$ cat src/rtl/vga_timing_gen.sv
// VGA raster timing generator: free-running h/v counters, syncs, blanking and a 1-cycle colour pipeline.
// Optional colour-bar test pattern is built only when VGA_TEST_PATTERN_EN is defined.
module vga_timing_gen #(
   parameter int unsigned H_ACTIVE = 640,
   parameter int unsigned H_FP     = 16,
   parameter int unsigned H_SYNC   = 96,
   parameter int unsigned H_BP     = 48,
   parameter int unsigned V_ACTIVE = 480,
   parameter int unsigned V_FP     = 10,
   parameter int unsigned V_SYNC   = 2,
   parameter int unsigned V_BP     = 33,
   parameter bit          HS_POL   = 1'b0,
   parameter bit          VS_POL   = 1'b0,
   parameter int unsigned COLOR_W  = 10
) (
   input  logic               CLK_PIX,
   input  logic               nRst,
   input  logic [COLOR_W-1:0] iRed,
   input  logic [COLOR_W-1:0] iGreen,
   input  logic [COLOR_W-1:0] iBlue,
   input  logic               iPattern,
   output logic               VGA_CLK,
   output logic               VGA_HS,
   output logic               VGA_VS,
   output logic               VGA_BLANK,
   output logic               VGA_SYNC,
   output logic [COLOR_W-1:0] VGA_R,
   output logic [COLOR_W-1:0] VGA_G,
   output logic [COLOR_W-1:0] VGA_B,
   output logic [31:0]        oX,
   output logic [31:0]        oY,
   output logic               oImValid,
   output logic               oFrameStart,
   output logic               oLineStart
);

   localparam int unsigned H_TOTAL  = H_ACTIVE + H_FP + H_SYNC + H_BP;
   localparam int unsigned V_TOTAL  = V_ACTIVE + V_FP + V_SYNC + V_BP;
   localparam int unsigned H_W      = $clog2(H_TOTAL);
   localparam int unsigned V_W      = $clog2(V_TOTAL);
   localparam int unsigned HS_START = H_ACTIVE + H_FP;
   localparam int unsigned HS_END   = H_ACTIVE + H_FP + H_SYNC;
   localparam int unsigned VS_START = V_ACTIVE + V_FP;
   localparam int unsigned VS_END   = V_ACTIVE + V_FP + V_SYNC;

   logic [H_W-1:0]     h_cnt, h_nxt;
   logic [V_W-1:0]     v_cnt, v_nxt;
   logic               act_nxt, hs_act, vs_act;
   logic [COLOR_W-1:0] red_src, green_src, blue_src;

   assign VGA_CLK  = ~CLK_PIX;
   assign VGA_SYNC = 1'b0;

   // Next raster position; vertical advances only on the horizontal wrap
   always_comb begin
      h_nxt = h_cnt + H_W'(1);
      v_nxt = v_cnt;
      if (32'(h_cnt) == H_TOTAL - 1) begin
         h_nxt = '0;
         v_nxt = (32'(v_cnt) == V_TOTAL - 1) ? '0 : v_cnt + V_W'(1);
      end
   end

   assign act_nxt = (32'(h_nxt) < H_ACTIVE) && (32'(v_nxt) < V_ACTIVE);
   assign hs_act  = (32'(h_cnt) >= HS_START) && (32'(h_cnt) < HS_END);
   assign vs_act  = (32'(v_cnt) >= VS_START) && (32'(v_cnt) < VS_END);

`ifdef VGA_TEST_PATTERN_EN
   logic [2:0] bar;

   // Eight equal bars across the active width; only meaningful while active
   assign bar = 3'((32'(h_cnt) << 3) / H_ACTIVE);

   always_comb begin
      red_src   = iRed;
      green_src = iGreen;
      blue_src  = iBlue;
      if (iPattern) begin
         red_src   = {COLOR_W{bar[0]}};
         green_src = {COLOR_W{bar[1]}};
         blue_src  = {COLOR_W{bar[2]}};
      end
   end
`else
   logic unused_pattern;

   assign unused_pattern = iPattern;
   assign red_src        = iRed;
   assign green_src      = iGreen;
   assign blue_src       = iBlue;
`endif

   // Counters and coordinate outputs; reset parks one step before (0,0)
   always_ff @(posedge CLK_PIX) begin
      if (!nRst) begin
         h_cnt       <= H_W'(H_TOTAL - 1);
         v_cnt       <= V_W'(V_TOTAL - 1);
         oX          <= '0;
         oY          <= '0;
         oImValid    <= 1'b0;
         oFrameStart <= 1'b0;
         oLineStart  <= 1'b0;
      end else begin
         h_cnt       <= h_nxt;
         v_cnt       <= v_nxt;
         oX          <= 32'(h_nxt);
         oY          <= 32'(v_nxt);
         oImValid    <= act_nxt;
         oFrameStart <= (h_nxt == '0) && (v_nxt == '0);
         oLineStart  <= (h_nxt == '0);
      end
   end

   // DAC stage: colour for the current coordinate plus syncs delayed to match
   always_ff @(posedge CLK_PIX) begin
      if (!nRst) begin
         VGA_R     <= '0;
         VGA_G     <= '0;
         VGA_B     <= '0;
         VGA_BLANK <= 1'b0;
         VGA_HS    <= ~HS_POL;
         VGA_VS    <= ~VS_POL;
      end else begin
         VGA_R     <= oImValid ? red_src   : '0;
         VGA_G     <= oImValid ? green_src : '0;
         VGA_B     <= oImValid ? blue_src  : '0;
         VGA_BLANK <= oImValid;
         VGA_HS    <= hs_act ? HS_POL : ~HS_POL;
         VGA_VS    <= vs_act ? VS_POL : ~VS_POL;
      end
   end

endmodule

$ cat config.mk
export PLATFORM = sky130hd
export DESIGN_NAME = vga_timing_gen
export DESIGN_NICKNAME = d
export VERILOG_FILES = /design/src/rtl/vga_timing_gen.sv
export SDC_FILE = /design/constraint.sdc
export NUM_CORES = 1
export LEC_CHECK = 0
export ABC_AREA = 1
export CAP_MARGIN = 20
export CORE_ASPECT_RATIO = 0.8
export CORE_UTILIZATION = 45
export CTS_CLUSTER_DIAMETER = 30
export DETAILED_ROUTE_END_ITERATION = 10
export GPL_ROUTABILITY_DRIVEN = 0
export PLACE_DENSITY = 0.88
export SLEW_MARGIN = 20
export SYNTH_ARGS = -nofsm -noshare
export SYNTH_HDL_FRONTEND = slang
export SYNTH_SLANG_ARGS = --single-unit
$ cat constraint.sdc
create_clock -name CLK_PIX -period 2.45 [get_ports CLK_PIX]
set_input_delay 0.6125 -clock CLK_PIX [delete_from_list [all_inputs] [get_ports CLK_PIX]]
set_output_delay 0.6125 -clock CLK_PIX [all_outputs]
set_load 0.1 [all_outputs]
==> flow_summary.toml <==
[status]
status = "finished clean"

[cells_and_area]
fill_cells = 565
fin_nets = 533
diodes = 0
syn_to_final_growth_pct = 26.7
multi_input_area_sq_mm = 0.00120
utilization_pct = 59.9
drive_gt1_share_pct = 19.4
regArea_sq_mm = 0.00132
final_cell_area_sq_mm = 0.00387

[die]
die_x_um = 94.2
die_h_um = 75.7
row_count = 26
core_area_sq_mm = 0.00647
io_pins = 135
die-area_sq_mm = 0.00713
start_util_pct = 47.3

[yosys]
synth_top_area_share_pct = 43.2
synth_edf_count = 0
synth_area_leaders = "dfxtp_1, buf_4, nor2_1"
postSynth.asyncResetShare_pct = 0
synth.distinct_cells = 28
synth_area_leader_cell = "dfxtp_1"
syn_inst = 411
yosysMostFrequentCell = "nor2_1"
ys_seq_elements = 66
yosys-top-cells-count = "nor2_1, dfxtp_1, inv_1"
synth_area_sq_mm = 0.00306
yosysWarnings = 0
synth_seq_area_share_pct = 43.2
syn_avg_cell_area_sq_um = 7.44
synth-main-ff-cell = "dfxtp_1"

[clocking]
cts_tree = "done"
h-tree-depth = 3
cts_setup_buffers = 0
clock_latency_ns = 0.35
cts.repair.resized = 9
hold_buffers = 0
cts_root_buffer = "clkbuf_8"
path_clk_slew_ns = 0.07
cts-buffers-inserted = 9
cts_buffer_depth = 2

[min_path]
hold_start = "h_cnt[0]"
holdPathStages = 1
hold_end = "oX[0]"
holdCritPathClass = "register to register"

[route]
wirelength_um = 6770
vias = 2612
antenna_left = 0
vias_per_cell = 4.47
drt_iter0_drc = 174
wl_met2_um = 3250
routed.top_layer = "met4"
drtPass1Iterations = 5
route.detailed.drc = 0
routed-wl-met3_um = 546
wl_per_cell_um = 11.6
wl_met1_um = 2790

[setup_path]
end_kind = "output port"
cp-startpoint = "CLK_PIX"
cp.arrival_ns = 1.79
crit_required_ns = 1.84
reg2reg_slack_ns = 0.55
cp-start-kind = "clock port"
worstReg2RegStart = "h_cnt[0]"
cp_max_fo = 11
r2r_cells = 11
critPathKind = "clock port to output port"
reg2reg_to = "oFrameStart"

[power]
p_total_mw = 3.99
ir_drop_uv = 513
power_leakage_nw = 2.06
powerDensity_mw_per_mm2 = 1030

[timing]
finalMaxSlewViolations = 0
setup_tns_ns = 0
setup_slack_ns = 0.0475
rsz0062_at_grt = "false"
clock_skew_ns = 0.00877
hold_viol_final = 0
setup-violations-final = 0

[grt]
antenna_found_initial = 0
track_usage_pct = 19.0
grt_max_degree = 32
grt_pass1_vias = 2354
grt_pass1_wl_um = 10300
grt_overflow_total = 0

[placement]
port_buffers = 88
placed_area_sq_mm = 0.00366
dpl.hpwl_um = 5060
place_ws_ns = -0.527

[run]
maxCapViolCount = 0
[where the power goes]
| part | switching [mW] | internal (mW) | total, mW |
|---|---|---|---|
| Clock | 0.561 | 0.639 | 1.20 |
| Combinational | 1.23 | 0.302 | 1.53 |
| Sequential | 0.0785 | 1.18 | 1.26 |
[how the worst max path moves through the flow]
stage | endpoint | slack (ns) | cells after the start
5_1_grt | VGA_CLK | 0.03 | 4
2_1_floorplan | VGA_CLK | 0.04 | 1
4_1_cts | VGA_CLK | 0.002 | 4
6_report | VGA_CLK | 0.05 | 4
3_5_place_dp | VGA_CLK | -0.53 | 2
3_3_place_gp | VGA_CLK | -0.53 | 2
[state kept, by name (all words and copies together) (netlist names), 3 cells and up]
name and cells:
h_cnt 7, oY 10, oX 10, VGA_G 10, VGA_B 10, v_cnt 3, VGA_R 10
[cells by family (layout without fill, tap and decap cells)]
family / after synthesis / count (layout) / synth area share, %
buffers and inverters: 131 / 176 / 23.0
and+or+nand+nor: 197 / 197 / 29.4
other: 1 / 45 / 0.123
DFF: 66 / 66 / 43.2
AOI/OAI and AO/OA: 11 / 11 / 2.17
adders and majority gates: 5 / 5 / 2.04
[per-stage QoR]
stage,hold WS [ns],std cells
floorplan,0.479,455
global placement,0.519,568
detailed placement,0.534,568
CTS,0.568,584
global route,0.596,584
finish,0.578,584
[placed cells by master (no fill, tap or decap), types with 7 or more instances in the layout]
cell type and instances:
o21ai_0 7, nor2_1 78, clkdlybuf4s50_1 31, conb_1 45, inv_1 64, nand4_1 7, nand2_1 64, clkbuf_8 9
dfxtp_1 66, nand3_1 20, buf_4 60
[worst max-delay path, cell delays in order]
cell	delay, ns
clkbuf_8	0.16
clkbuf_8	0.17
inv_2	0.07
buf_12	0.16
[final cells by class]
cell class                 instances  share of cell area, %
sequential                        66                   34.1
clock buffer                      12                   3.91
timing repair buffer              91                   19.6
multi-input combinational        258                   30.9
clock inverter                     6                   2.10
inverter                          67                   6.62
tap                               84                   2.71
[metal layers]
metal  vias up  global-route usage [%]
met5         -                       0
met1      1171                    22.5
met3        20                    7.39
li1       1301                       -
met2       120                    30.4
met4         0                    9.57
Note: power is estimated with default switching activity, not from simulation.
